`src/rtl/clkgen_pkg.sv`:
```
// Shared definitions for the multi-channel clock-enable generator:
// channel FSM states, default channel settings and the cfg_ch width helper.
package clkgen_pkg;

    typedef enum logic [1:0] {
        ST_IDLE  = 2'd0,
        ST_PHASE = 2'd1,
        ST_HIGH  = 2'd2,
        ST_LOW   = 2'd3
    } ch_state_e;

    localparam int CLKGEN_NUM_CH    = 4;
    localparam int CLKGEN_CNT_W     = 4;
    localparam int CLKGEN_DEF_HIGH  = 3;
    localparam int CLKGEN_DEF_LOW   = 3;
    localparam int CLKGEN_DEF_PHASE = 0;

    // cfg_ch is never narrower than one bit, even for a single channel.
    function automatic int ch_idx_w(input int num_ch);
        return (num_ch > 1) ? $clog2(num_ch) : 1;
    endfunction

endpackage

```
`src/rtl/multi_clock_generator_if.sv`:
```
// Control/config bus and divided-clock outputs of multi_clock_generator.
// state_dbg carries each channel's FSM state (2 bits per channel, channel 0 in the LSBs).
interface multi_clock_generator_if #(
    parameter int NUM_CH = 4,
    parameter int CNT_W  = 4
);
    localparam int CH_W = clkgen_pkg::ch_idx_w(NUM_CH);

    // cfg_we is a single-cycle strobe with no back-pressure: a write is
    // always accepted on the rising edge where cfg_we is sampled high.
    logic [NUM_CH-1:0]   enable;
    logic                sync;
    logic                cfg_we;
    logic [CH_W-1:0]     cfg_ch;
    logic [CNT_W-1:0]    cfg_high;
    logic [CNT_W-1:0]    cfg_low;
    logic [CNT_W-1:0]    cfg_phase;
    logic [NUM_CH-1:0]   clk_out;
    logic [NUM_CH-1:0]   period_start;
    logic [NUM_CH-1:0]   cfg_pending;
    logic [2*NUM_CH-1:0] state_dbg;

    modport master (
        output enable, sync, cfg_we, cfg_ch, cfg_high, cfg_low, cfg_phase,
        input  clk_out, period_start, cfg_pending, state_dbg
    );

    modport slave (
        input  enable, sync, cfg_we, cfg_ch, cfg_high, cfg_low, cfg_phase,
        output clk_out, period_start, cfg_pending, state_dbg
    );

endinterface

```
`src/rtl/clkgen_channel.sv`:
```
// One divided-clock channel: phase/high/low FSM with a down-counter and an
// active/shadow config pair; shadow settings take effect only at safe points.
module clkgen_channel
    import clkgen_pkg::*;
#(
    parameter int CNT_W     = 4,
    parameter int DEF_HIGH  = 3,
    parameter int DEF_LOW   = 3,
    parameter int DEF_PHASE = 0
) (
    input  logic             clock,
    input  logic             reset,
    input  logic             enable,
    input  logic             sync,
    input  logic             wr_en,
    input  logic [CNT_W-1:0] wr_high,
    input  logic [CNT_W-1:0] wr_low,
    input  logic [CNT_W-1:0] wr_phase,
    output logic             clk_out,
    output logic             period_start,
    output logic             cfg_pending,
    output ch_state_e        state_dbg
);

    typedef struct packed {
        logic [CNT_W-1:0] phase;
        logic [CNT_W-1:0] low;
        logic [CNT_W-1:0] high;
    } cfg_t;

    localparam cfg_t DEF_CFG = '{phase: CNT_W'(DEF_PHASE),
                                 low:   CNT_W'(DEF_LOW),
                                 high:  CNT_W'(DEF_HIGH)};
    localparam logic [CNT_W-1:0] ONE = CNT_W'(1);

    ch_state_e        state_q, state_d;
    logic [CNT_W-1:0] cnt_q, cnt_d;
    cfg_t             active_q, shadow_q, eff_cfg, nxt_cfg;
    logic             pending_q, boot_q, boot_d, clk_q, start_q;
    logic             apply, begin_period, start;

    // Config that becomes active if the shadow is applied this edge.
    assign eff_cfg = pending_q ? shadow_q : active_q;

    always_comb begin
        state_d      = state_q;
        cnt_d        = cnt_q;
        apply        = 1'b0;
        begin_period = 1'b0;
        start        = 1'b0;
        nxt_cfg      = active_q;
        boot_d       = 1'b0;

        case (state_q)
            ST_IDLE: begin
                apply = 1'b1;
                if (enable) begin
                    state_d = ST_PHASE;
                    cnt_d   = eff_cfg.phase;
                end
            end
            ST_PHASE: begin
                // A channel disabled since reset release still finishes its phase count.
                if (!enable && !boot_q) begin
                    state_d = ST_IDLE;
                end else if (cnt_q != '0) begin
                    cnt_d = cnt_q - ONE;
                end else if (!enable) begin
                    state_d = ST_IDLE;
                end else begin
                    begin_period = 1'b1;
                end
            end
            ST_HIGH: begin
                if (cnt_q != '0) begin
                    cnt_d = cnt_q - ONE;
                end else if (active_q.low != '0) begin
                    state_d = ST_LOW;
                    cnt_d   = active_q.low - ONE;
                end else begin
                    apply = 1'b1;
                    if (enable) begin_period = 1'b1;
                    else        state_d      = ST_IDLE;
                end
            end
            ST_LOW: begin
                if (cnt_q != '0) begin
                    cnt_d = cnt_q - ONE;
                end else begin
                    apply = 1'b1;
                    if (enable) begin_period = 1'b1;
                    else        state_d      = ST_IDLE;
                end
            end
            default: state_d = ST_IDLE;
        endcase

        if (apply) nxt_cfg = eff_cfg;

        // A zero high count skips HIGH entirely, so the output never rises.
        if (begin_period) begin
            if (nxt_cfg.high != '0) begin
                state_d = ST_HIGH;
                cnt_d   = nxt_cfg.high - ONE;
                start   = 1'b1;
            end else begin
                state_d = ST_LOW;
                cnt_d   = (nxt_cfg.low != '0) ? nxt_cfg.low - ONE : '0;
            end
        end

        if (sync && enable) begin
            apply   = 1'b1;
            nxt_cfg = eff_cfg;
            state_d = ST_PHASE;
            cnt_d   = eff_cfg.phase;
            start   = 1'b0;
        end

        boot_d = boot_q && !enable && (state_d == ST_PHASE);
    end

    always_ff @(posedge clock or negedge reset) begin
        if (!reset) begin
            state_q   <= ST_PHASE;
            cnt_q     <= DEF_CFG.phase;
            active_q  <= DEF_CFG;
            shadow_q  <= DEF_CFG;
            pending_q <= 1'b0;
            boot_q    <= 1'b1;
            clk_q     <= 1'b0;
            start_q   <= 1'b0;
        end else begin
            state_q  <= state_d;
            cnt_q    <= cnt_d;
            active_q <= nxt_cfg;
            boot_q   <= boot_d;
            // A write coinciding with an apply lands in the shadow for the next apply.
            if (wr_en) begin
                shadow_q  <= '{phase: wr_phase, low: wr_low, high: wr_high};
                pending_q <= 1'b1;
            end else if (apply) begin
                pending_q <= 1'b0;
            end
            clk_q   <= (state_d == ST_HIGH);
            start_q <= start;
        end
    end

    assign clk_out      = clk_q;
    assign period_start = start_q;
    assign cfg_pending  = pending_q;
    assign state_dbg    = state_q;

endmodule

```
`src/rtl/multi_clock_generator.sv`:
```
// NUM_CH independently programmable divided clock enables from one master clock.
// The top only decodes config writes and fans out sync/enable to the channels.
module multi_clock_generator
    import clkgen_pkg::*;
#(
    parameter int NUM_CH    = CLKGEN_NUM_CH,
    parameter int CNT_W     = CLKGEN_CNT_W,
    parameter int DEF_HIGH  = CLKGEN_DEF_HIGH,
    parameter int DEF_LOW   = CLKGEN_DEF_LOW,
    parameter int DEF_PHASE = CLKGEN_DEF_PHASE
) (
    input logic                    clock,
    input logic                    reset,
    multi_clock_generator_if.slave bus
);

    localparam int CH_W = ch_idx_w(NUM_CH);

    for (genvar i = 0; i < NUM_CH; i++) begin : g_ch
        logic      wr_en;
        ch_state_e st;

        // Codes at or above NUM_CH match no channel, so such writes are dropped.
        assign wr_en = bus.cfg_we && (bus.cfg_ch == CH_W'(i));

        clkgen_channel #(
            .CNT_W     (CNT_W),
            .DEF_HIGH  (DEF_HIGH),
            .DEF_LOW   (DEF_LOW),
            .DEF_PHASE (DEF_PHASE)
        ) u_ch (
            .clock        (clock),
            .reset        (reset),
            .enable       (bus.enable[i]),
            .sync         (bus.sync),
            .wr_en        (wr_en),
            .wr_high      (bus.cfg_high),
            .wr_low       (bus.cfg_low),
            .wr_phase     (bus.cfg_phase),
            .clk_out      (bus.clk_out[i]),
            .period_start (bus.period_start[i]),
            .cfg_pending  (bus.cfg_pending[i]),
            .state_dbg    (st)
        );

        assign bus.state_dbg[2*i +: 2] = st;
    end

endmodule

```
`src/flat_wrapper.sv`:
```
// flat-port wrapper written by rule: the top's interface ports become plain ports
module multi_clock_generator_flat import clkgen_pkg::*;
#(
    parameter int NUM_CH    = CLKGEN_NUM_CH,
    parameter int CNT_W     = CLKGEN_CNT_W,
    parameter int DEF_HIGH  = CLKGEN_DEF_HIGH,
    parameter int DEF_LOW   = CLKGEN_DEF_LOW,
    parameter int DEF_PHASE = CLKGEN_DEF_PHASE
)
  (clock, reset, bus_enable, bus_sync, bus_cfg_we, bus_cfg_ch, bus_cfg_high, bus_cfg_low, bus_cfg_phase, bus_clk_out, bus_period_start, bus_cfg_pending, bus_state_dbg);
  multi_clock_generator_if #(.NUM_CH(NUM_CH), .CNT_W(CNT_W)) bus_i ();
  input logic clock;
  input logic reset;
  input wire logic [$bits(bus_i.enable)-1:0] bus_enable;
  input wire logic [$bits(bus_i.sync)-1:0] bus_sync;
  input wire logic [$bits(bus_i.cfg_we)-1:0] bus_cfg_we;
  input wire logic [$bits(bus_i.cfg_ch)-1:0] bus_cfg_ch;
  input wire logic [$bits(bus_i.cfg_high)-1:0] bus_cfg_high;
  input wire logic [$bits(bus_i.cfg_low)-1:0] bus_cfg_low;
  input wire logic [$bits(bus_i.cfg_phase)-1:0] bus_cfg_phase;
  output wire logic [$bits(bus_i.clk_out)-1:0] bus_clk_out;
  output wire logic [$bits(bus_i.period_start)-1:0] bus_period_start;
  output wire logic [$bits(bus_i.cfg_pending)-1:0] bus_cfg_pending;
  output wire logic [$bits(bus_i.state_dbg)-1:0] bus_state_dbg;
  assign bus_i.enable = bus_enable;
  assign bus_i.sync = bus_sync;
  assign bus_i.cfg_we = bus_cfg_we;
  assign bus_i.cfg_ch = bus_cfg_ch;
  assign bus_i.cfg_high = bus_cfg_high;
  assign bus_i.cfg_low = bus_cfg_low;
  assign bus_i.cfg_phase = bus_cfg_phase;
  assign bus_clk_out = bus_i.clk_out;
  assign bus_period_start = bus_i.period_start;
  assign bus_cfg_pending = bus_i.cfg_pending;
  assign bus_state_dbg = bus_i.state_dbg;
  multi_clock_generator #(.NUM_CH(NUM_CH), .CNT_W(CNT_W), .DEF_HIGH(DEF_HIGH), .DEF_LOW(DEF_LOW), .DEF_PHASE(DEF_PHASE)) u_core (.clock(clock), .reset(reset), .bus(bus_i));
endmodule
```
`config.mk`:
```
export PLATFORM = sky130hd
export DESIGN_NAME = multi_clock_generator_flat
export DESIGN_NICKNAME = d
export VERILOG_FILES = /design/src/rtl/clkgen_pkg.sv /design/src/rtl/multi_clock_generator_if.sv /design/src/rtl/clkgen_channel.sv /design/src/rtl/multi_clock_generator.sv /design/src/flat_wrapper.sv
export SDC_FILE = /design/constraint.sdc
export NUM_CORES = 1
export LEC_CHECK = 0
export ABC_AREA = 1
export CAP_MARGIN = 30
export CORE_UTILIZATION = 60
export DETAILED_ROUTE_END_ITERATION = 7
export MAX_ROUTING_LAYER = met4
export PLACE_DENSITY = 0.88
export SETUP_SLACK_MARGIN = 0.02
export SLEW_MARGIN = 20
export SYNTH_ARGS = -nofsm -noshare
export SYNTH_HDL_FRONTEND = slang
export SYNTH_SLANG_ARGS = --single-unit
export TNS_END_PERCENT = 10
```
`constraint.sdc`:
```
create_clock -name clock -period 6.4 [get_ports clock]
set_input_delay 1.28 -clock clock [delete_from_list [all_inputs] [get_ports clock]]
set_output_delay 1.28 -clock clock [all_outputs]
set_load 0.01 [all_outputs]
```
### Yosys cells after proc, flatten, opt, wreduce, memory -nomap -nowiden

Cells that the tools add are included.

| storage, ports and cells | value |
|---|---|
| flip-flop bits (word level) | 136 |
| input port bits | 22 |
| output and inout bits | 20 |
| word-level logic and storage cells | 316 |

| operators by class | value |
|---|---|
| add/subtract/negate cells | 16 |
| equal/unequal tests | 35 |
| mux-type cells | 156 |
| reductions and logical operators | 61 |

Operator list:

| kind | count |
|---|---|
| $mux 12 | 12 |
| $mux 4 | 36 |
| $mux 2 | 32 |
| $pmux 4 s4 | 4 |
| $reduce_bool 4->1 | 16 |
| $sub 4x1->4 const B | 16 |
| $mux 1 | 60 |
| $ne 4x4->1 const B | 8 |
| $pmux 2 s4 | 4 |
| $eq 2x2->1 const B | 14 |
| $pmux 1 s3 | 8 |
| $logic_and 1x1->1 | 20 |
| $ne 5x5->1 const B | 4 |
| $eq 2x1->1 const B | 9 |
| $reduce_bool 2->1 | 8 |
| $reduce_and 3->1 | 4 |
| $logic_not 2->1 | 5 |
| $logic_not 1->1 | 8 |

### Depth between registers and ports, before layout

| depth | value |
|---|---|
| word-level depth | 11 |
| depth in mapped cells | 19 |
| mapped depth without buffers | 18 |

### By module

From an unflattened synthesis, not the netlist that was laid out.

| second synthesis, totals | value |
|---|---|
| cells, all modules | 1182 |
| area total of the unflattened synthesis | 8567.0 µm² |

Modules (own cells, without submodules):

| module | times used | cells an instance | area each (µm²) | sequential area each (µm²) |
|---|---|---|---|---|
| clkgen_channel (u_core.g_ch[1].u_ch ...) | 2 | 295 | 2109.5 | 863.3 |
| clkgen_channel (u_core.g_ch[0].u_ch) | 1 | 294 | 2164.6 | 863.3 |
| clkgen_channel (u_core.g_ch[3].u_ch) | 1 | 290 | 2153.3 | 863.3 |
| multi_clock_generator | 1 | 8 | 30.0 | 0.0 |

### Worst setup path before layout

No wires, ideal clock.

| path | value |
|---|---|
| path type | register to register |
| start | register u_core.g_ch[3].u_ch.active_q[4] (netlist name) |
| end | register u_core.g_ch[3].u_ch.cnt_q[1] |
| library setup time | 0.116 ns |
| arrival time | 2.275 ns |
| data required time | 6.284 ns |
| slack | 4.008 ns |
| stages on the path, launching flop included | 19 |
| path buffers | 1 |
| clock period less this slack | 2.392 ns |
| cell sequence | dfstp_2 inv_1 ha_1 nand3_1 nand2_2 nand3_2 buf_4 nand2_1 o21ai_1 ha_1 inv_1 nor2_1 nand2_1 inv_1 o21ai_0 o21ai_0 nand2_1 nand2_1 nand2_1 |

| on the way | value |
|---|---|
| longest elaborated chain between the ends | 10 |
| elaborated cells between the ends (all ways) | 25 |
| classes of those cells | 3 x add/sub; 3 x eq/ne; 15 x mux; 4 x reduce/logical |

RTL lines:

| item | RTL line | RTL |
|---|---|---|
| start: declaration | clkgen_channel.sv:38 | `cfg_t active_q, shadow_q, eff_cfg, nxt_cfg;` |
| start signal: assignment | clkgen_channel.sv:136 | `active_q <= nxt_cfg;` |
| $reduce_bool 4->1 | clkgen_channel.sv:77 | `end else if (active_q.low != '0) begin` |
| $mux 1 | clkgen_channel.sv:77 |  |
| $mux 1 | clkgen_channel.sv:75 | `if (cnt_q != '0) begin` |
| $pmux 1 s3 | clkgen_channel.sv:54 | `case (state_q)` |
| $mux 12 | clkgen_channel.sv:98 | `if (apply) nxt_cfg = eff_cfg;` |
| $sub 4x1->4 / $reduce_bool 4->1 (equally long branches) | clkgen_channel.sv:108 | `cnt_d = (nxt_cfg.low != '0) ? nxt_cfg.low - ONE : '0;` |
| $mux 4 | clkgen_channel.sv:108 |  |
| $mux 4 | clkgen_channel.sv:102 | `if (nxt_cfg.high != '0) begin` |
| $mux 4 | clkgen_channel.sv:101 | `if (begin_period) begin` |
| $mux 4 | clkgen_channel.sv:112 | `if (sync && enable) begin` |
| end signal: assignment | clkgen_channel.sv:126 | `cnt_q <= DEF_CFG.phase;` |
| end signal: assignment | clkgen_channel.sv:135 | `cnt_q <= cnt_d;` |
| end: declaration | clkgen_channel.sv:37 | `logic [CNT_W-1:0] cnt_q, cnt_d;` |

Parallel ways exist; a longest one is shown, timed or not. The select of a mux whose other input is x is not followed.
A chain may end at the register's enable or synchronous reset.

### Worst setup path after layout

| path | value |
|---|---|
| start | register u_core.g_ch[2].u_ch.pending_q |
| end | output bus_cfg_pending[2] |

RTL lines:

| item | RTL line | RTL |
|---|---|---|
| start: declaration | clkgen_channel.sv:39 | `logic pending_q, boot_q, boot_d, clk_q, start_q;` |
| start signal: assignment | clkgen_channel.sv:129 | `pending_q <= 1'b0;` |
| start signal: assignment | clkgen_channel.sv:141 | `pending_q <= 1'b1;` |
| start signal: assignment | clkgen_channel.sv:143 | `pending_q <= 1'b0;` |
| end: declaration | flat_wrapper.sv:23 | `output wire logic [$bits(bus_i.cfg_pending)-1:0] bus_cfg_pending;` |

No word-level cell between the ends.

==> flow_summary.yaml <==
cts:
  cts_tree: "done"
  numCtsBuffers: 17
  cts.sinks: 136
  holdBufCountCts: 0
  ctsHtreeMaxLevel: 4
  cts_root_buf: "clkbuf_16"
  clock_latency_ps: 430
  path_clk_slew_ps: 70
  cts_setup_buffers: 0
  cts-resized-gates: 0
  clock_path_buffers: 2
setup_path:
  path_buf_inv: 1
  start_kind: "flop"
  critPathTopFamily: "flip-flops"
  required_ps: 5120
  cp.arrival_ps: 1810
  crit_type: "reg -> out"
  path_cells: "clkdlybuf4s50_1"
  crit_slowest_cell: "dfrtp_1"
  critical_path.max_fanout: 22
  slowest_delay_ps: 720
  reg2reg_depth: 14
  worst-path-stages: 1
  end_kind: "output pin"
grt:
  grt_max_degree: 75
  first_global_vias: 7029
  track_usage_pct: 30.26
  grt_overflow: 0
  antenna_found_initial: 0
  grt_pass1_wl_um: 32820
sta:
  period_needed_ps: 3086
  max_slew_margin_pct: 41.26
  period_share_pct: 48.22
  maxSlewViolCount: 0
  fin_setup_tns_ps: 0
  worstMarginPinSlew_ps: 878.7
  finalClockSkew_ps: 5.929
  setup_viol: 0
  hold_viol_final: 0
  rsz0062_at_grt: "false"
  max_freq_mhz: 324.1
synthesis:
  synth_fp_nets: 1178
  synth-adder-area-share_pct: 2.444
  synth_compound_area_share_pct: 17.14
  synthCells: 1140
  synth.most_common_cell: "nand2_1"
  yosysTopAreaCellShare_pct: 29.33
  synth_edf_count: 0
  synth_area_sq_mm: 0.008192
  synth_xor_area_share_pct: 1.176
  synth.area.top_cells: "dfrtp_1 29%, nand2_1 15%, dfstp_2 13%"
  synth_flop_cell: "dfrtp_1"
  async_flop_share_pct: 100.0
  synth_mux_area_share_pct: 0.6110
  synth_top_area_cell: "dfrtp_1"
  yosys-top-cells-count: "320 x nand2_1, 156 x o21ai_0, 135 x inv_1"
  ys_seq_elements: 136
  synth_warnings: 0
  synth-simple-area-share_pct: 27.22
  synth_top_family_by_area: "simple AND/OR/NAND/NOR gates"
  ys_types: 40
  seq_area_frac_synth_pct: 42.16
  syn_avg_cell_area_sq_um: 7.186
final_layout:
  nFillCells: 1113
  postLayoutCellArea_sq_mm: 0.009215
  area_growth_pct: 12.49
  finalNetCount: 1200
  finish.utilization_pct: 69.31
  antenna_cells: 0
  finalNonFillerCells: 1351
  drive_gt1_share_pct: 9.532
routing:
  wire_per_inst_um: 14.50
  firstDrtPassIters: 6
  wl_um: 19590
  viasPerCell: 5.577
  drtIter0Drc: 712
  drc_errors: 0
  via_count: 7534
  ant_nets: 0
min_path:
  hold_depth: 2
  min_path_type: "reg -> reg"
floorplan:
  core_sq_mm: 0.01330
  floorplan.rows: 42
  die_w_um: 118.8
  ios: 42
  fp.dieArea_sq_mm: 0.01412
  start_util_pct: 61.61
  die_h_um: 118.8
placement:
  placed_area_sq_mm: 0.008617
  dp_hpwl_um: 13690
  portBuffers: 41
  gp_congestion: 0.9306
  dpl.cell_count: 1319
run:
  max-cap-violations: 0
pwr:
  power_density_mw_per_mm2: 533.5
  vdd_ir_drop_max_mv: 0.2814
  p_leak_nw: 4.427
status:
  outcome: "complete, no violations"
final cells by class:
| class | count | area (sq um) | share of cell area [%] |
|---|---|---|---|
| clock inverter | 15 | 172.7 | 1.874 |
| multi-input combinational | 820 | 3980 | 43.19 |
| inverter | 145 | 544.3 | 5.906 |
| sequential | 136 | 3453 | 37.47 |
| tap | 176 | 220.2 | 2.390 |
| timing repair buffer | 42 | 419.2 | 4.549 |
| clock buffer | 17 | 425.4 | 4.616 |
cell families (layout without fill, tap and decap cells):
family | after synthesis | in the layout
AND/OR/NAND/NOR | 525 | 525
AO/OA/AOI/OAI | 263 | 263
buffers and inverters | 184 | 219
flip-flops | 136 | 136
adder cells (fa/ha/maj) | 16 | 16
XOR/XNOR | 11 | 11
multiplexers | 5 | 5
through the flow:
stage               setup slack (ps)  hold slack (ps)  power, mW
floorplan                       4008            427.5      3.315
global placement                3194            435.4      3.787
detailed placement              3114            459.8      3.861
CTS                             3300            469.0      4.902
global route                    3136            483.9      5.365
finish                          3314            476.5      4.917
placed cells by master, fill, tap and decap left out, drive strengths merged:
master         netlist  layout
a211oi               5       5
a21boi               1       1
a21oi               57      57
a221oi               1       1
a311oi               1       1
a31oi                4       4
buf                 19       2
bufinv               0       1
clkbuf              20      17
clkdlybuf4s50        0      40
clkinv               1       2
dfrtp               96      96
dfstp               40      40
ha                  16      16
inv                144     157
mux2i                5       5
nand2              330     330
nand3               47      47
nand3b               4       4
nand4               20      20
nor2               103     103
nor3                10      10
nor4                 4       4
o2111ai              2       2
o211ai              10      10
o21ai              171     171
o21bai               1       1
o221ai               2       2
o22ai                3       3
o2bb2ai              1       1
o31ai                4       4
or2                  7       7
xnor2                7       7
xor2                 4       4
path summary, 6_finish.rpt:
path                            slack [ps]                                         from                                     endpoint
worst max-delay path                  3310  u_core.g_ch[2].u_ch.cfg_pending$_DFFE_PN0P_                           bus_cfg_pending[2]
worst max register to register        3460  u_core.g_ch[3].u_ch.cfg_pending$_DFFE_PN0P_     u_core.g_ch[3].u_ch.cnt_q[1]$_DFFE_PN0P_
max in group asynchronous             4330                                        reset  u_core.g_ch[1].u_ch.active_q[9]$_DFFE_PN0P_
worst min-delay path                   480         u_core.g_ch[2].u_ch.boot_q$_DFF_PN1_         u_core.g_ch[2].u_ch.boot_q$_DFF_PN1_
min in group asynchronous              840                                        reset        u_core.g_ch[0].u_ch.clk_out$_DFF_PN0_
worst min register to register         480         u_core.g_ch[2].u_ch.boot_q$_DFF_PN1_         u_core.g_ch[2].u_ch.boot_q$_DFF_PN1_
per-layer routing:
layer	routed length [um]	global-route usage, %	vias to the layer above
li1	-	-	3762
met2	9258	47.44	281
met3	1128	5.556	41
met5	0	-	-
met1	8653	38.79	3450
met4	544	12.74	0
sequential cells by signal (all words and copies together), names as in the netlist:
signal	count
u_core.g_ch.u_ch.shadow_q	48
u_core.g_ch.u_ch.boot_q	4
u_core.g_ch.u_ch.cnt_q	16
u_core.g_ch.u_ch.clk_out	4
u_core.g_ch.u_ch.cfg_pending	4
u_core.g_ch.u_ch.period_start	4
u_core.g_ch.u_ch.state_dbg	8
u_core.g_ch.u_ch.active_q	48
report_power, final:
part / internal (mW) / switching [mW] / leakage [nW]
clock: 0.562 / 0.437 / 0.299
combinational: 0.841 / 1.67 / 2.51
sequential: 1.18 / 0.231 / 1.62
total: 2.58 / 2.33 / 4.43
Note: power is estimated with default switching activity, not from simulation.
==> edit: new RTL, same settings <==
Set the package constant `CLKGEN_CNT_W` to 6 (it was 4).
--- a/src/rtl/clkgen_pkg.sv
+++ b/src/rtl/clkgen_pkg.sv
@@ -12,3 +12,3 @@
     localparam int CLKGEN_NUM_CH    = 4;
-    localparam int CLKGEN_CNT_W     = 4;
+    localparam int CLKGEN_CNT_W     = 6;
     localparam int CLKGEN_DEF_HIGH  = 3;
Ports: changed (resized bus_cfg_high, bus_cfg_low and bus_cfg_phase); port bits go from 42 to 48. No check against the original RTL was run, so the function may have changed too.
==> edit against the unedited design <==
Synthesized cell count increased by 50%. Design area grew 47%. Critical path depth increased by 4. Setup slack got worse by 0.41 ns. Wire length rose by 60%. Area after synthesis rose by 51%. Power increased by 42%. Sequential cell count increased by 56. Hold slack lost 0.017 ns. Final cell count grew 48%. Count of clock-buffer cells in the layout up 3. Critical path type is now primary input to register. Largest power group unchanged.
==> edit: results (changes against the unedited design) <==
Placed insts = 1966 (+49%)
Run status = completed
Tcrit/Tclk final = 54.6% (+6.4 points)
Worst-case setup slack after placement = 2.56 ns (-0.552 ns)
Pwr Density = 517 mW/mm2 (-3.2%)
Minimum setup slack among reg-to-reg paths = 3.20 ns (-0.26 ns)
Proportion of synthesized chip area in sequential cells = 39.3% (-2.9 points)
Largest net degree at the start of global routing = 91 (+21%)
Critical path data arrival time = 3.85 ns (+2.04 ns)
Critical path endpoint = u_core.g_ch[1].u_ch.active_q[0]$_DFF_PN1_
Dpl cell area = 0.0128 mm2 (+49%)
Startpoint of the worst register-to-register path = u_core.g_ch[0].u_ch.active_q[6]$_DFF_PN1_
Slowest-stage cell, CP = sky130_fd_sc_hd__clkdlybuf4s50_1
Parity-gate share of the synthesized area counting xor and xnor cells = 1.99% (+0.81 points)
Detail-routed net length per standard cell = 15.7 um (+8.0%)
Synth top cells by count = 506 x sky130_fd_sc_hd__nand2_1, 225 x sky130_fd_sc_hd__o21ai_0, 175 x sky130_fd_sc_hd__inv_1
Biggest regs = u_core.g_ch.u_ch.active_q (72), u_core.g_ch.u_ch.shadow_q (72), u_core.g_ch.u_ch.cnt_q (24)
Starting DRC count in detailed routing = 1210 (+70%)
Share of cell area taken by muxes after synthesis = 0.810% (+0.20 points)
Slowest stage delay, CP = 0.86 ns (+0.14 ns)
Critical register-to-register path endpoint = u_core.g_ch[0].u_ch.cnt_q[2]$_DFFE_PN0P_
Gr usage total = 31.2% (+0.96 points)
Vias in the first global route = 10.6k (+51%)
Cell family with the largest share of critical-path delay = buffers and inverters
Layout Nets = 1768 (+47%)
Fraction of layout instances using a drive strength above 1 = 11.3% (+1.7 points)
Per-cell via count in the routed design = 5.75 (+3.2%)
Depth of the worst register-to-register path = 16 (+2)
Slew at the pin closest to its max-slew limit = 0.858 ns (-0.0212 ns)
Min Hold Slack = 0.460 ns (-0.0165 ns)
-- edit: final cells by class --
class	count	area share [%]
Clock buffer	20	3.38
Inverter	192	5.37
Clock inverter	12	1.10
Tap cell	270	2.50
Multi-Input combinational cell	1260	47.2
Sequential cell	192	35.9
Timing Repair Buffer	57	4.50
-- edit: metal layers --
| layer | up-vias | global-route usage, % | part of all wire (%) |
|---|---|---|---|
| met5 | - | - | 0 |
| met4 | 0 | 11.4 | 2.7 |
| met3 | 80 | 4.23 | 5.9 |
| met2 | 428 | 49.0 | 48 |
| met1 | 5430 | 41.6 | 44 |
| li1 | 5587 | - | - |
-- edit: tightest hold or removal path: cells and delay by family, from the launching register on --
| kind | cells | cell delay, ns |
|---|---|---|
| DFF | 1 | 0.37 |
| and+or+nand+nor | 2 | 0.09 |
-- edit: power by group --
part	internal (mW)	total, mW	leakage [nW]	switching [mW]
clock	0.608	1.11	0.299	0.504
sequential	1.65	2.01	2.33	0.360
combinational	1.32	3.86	3.85	2.54
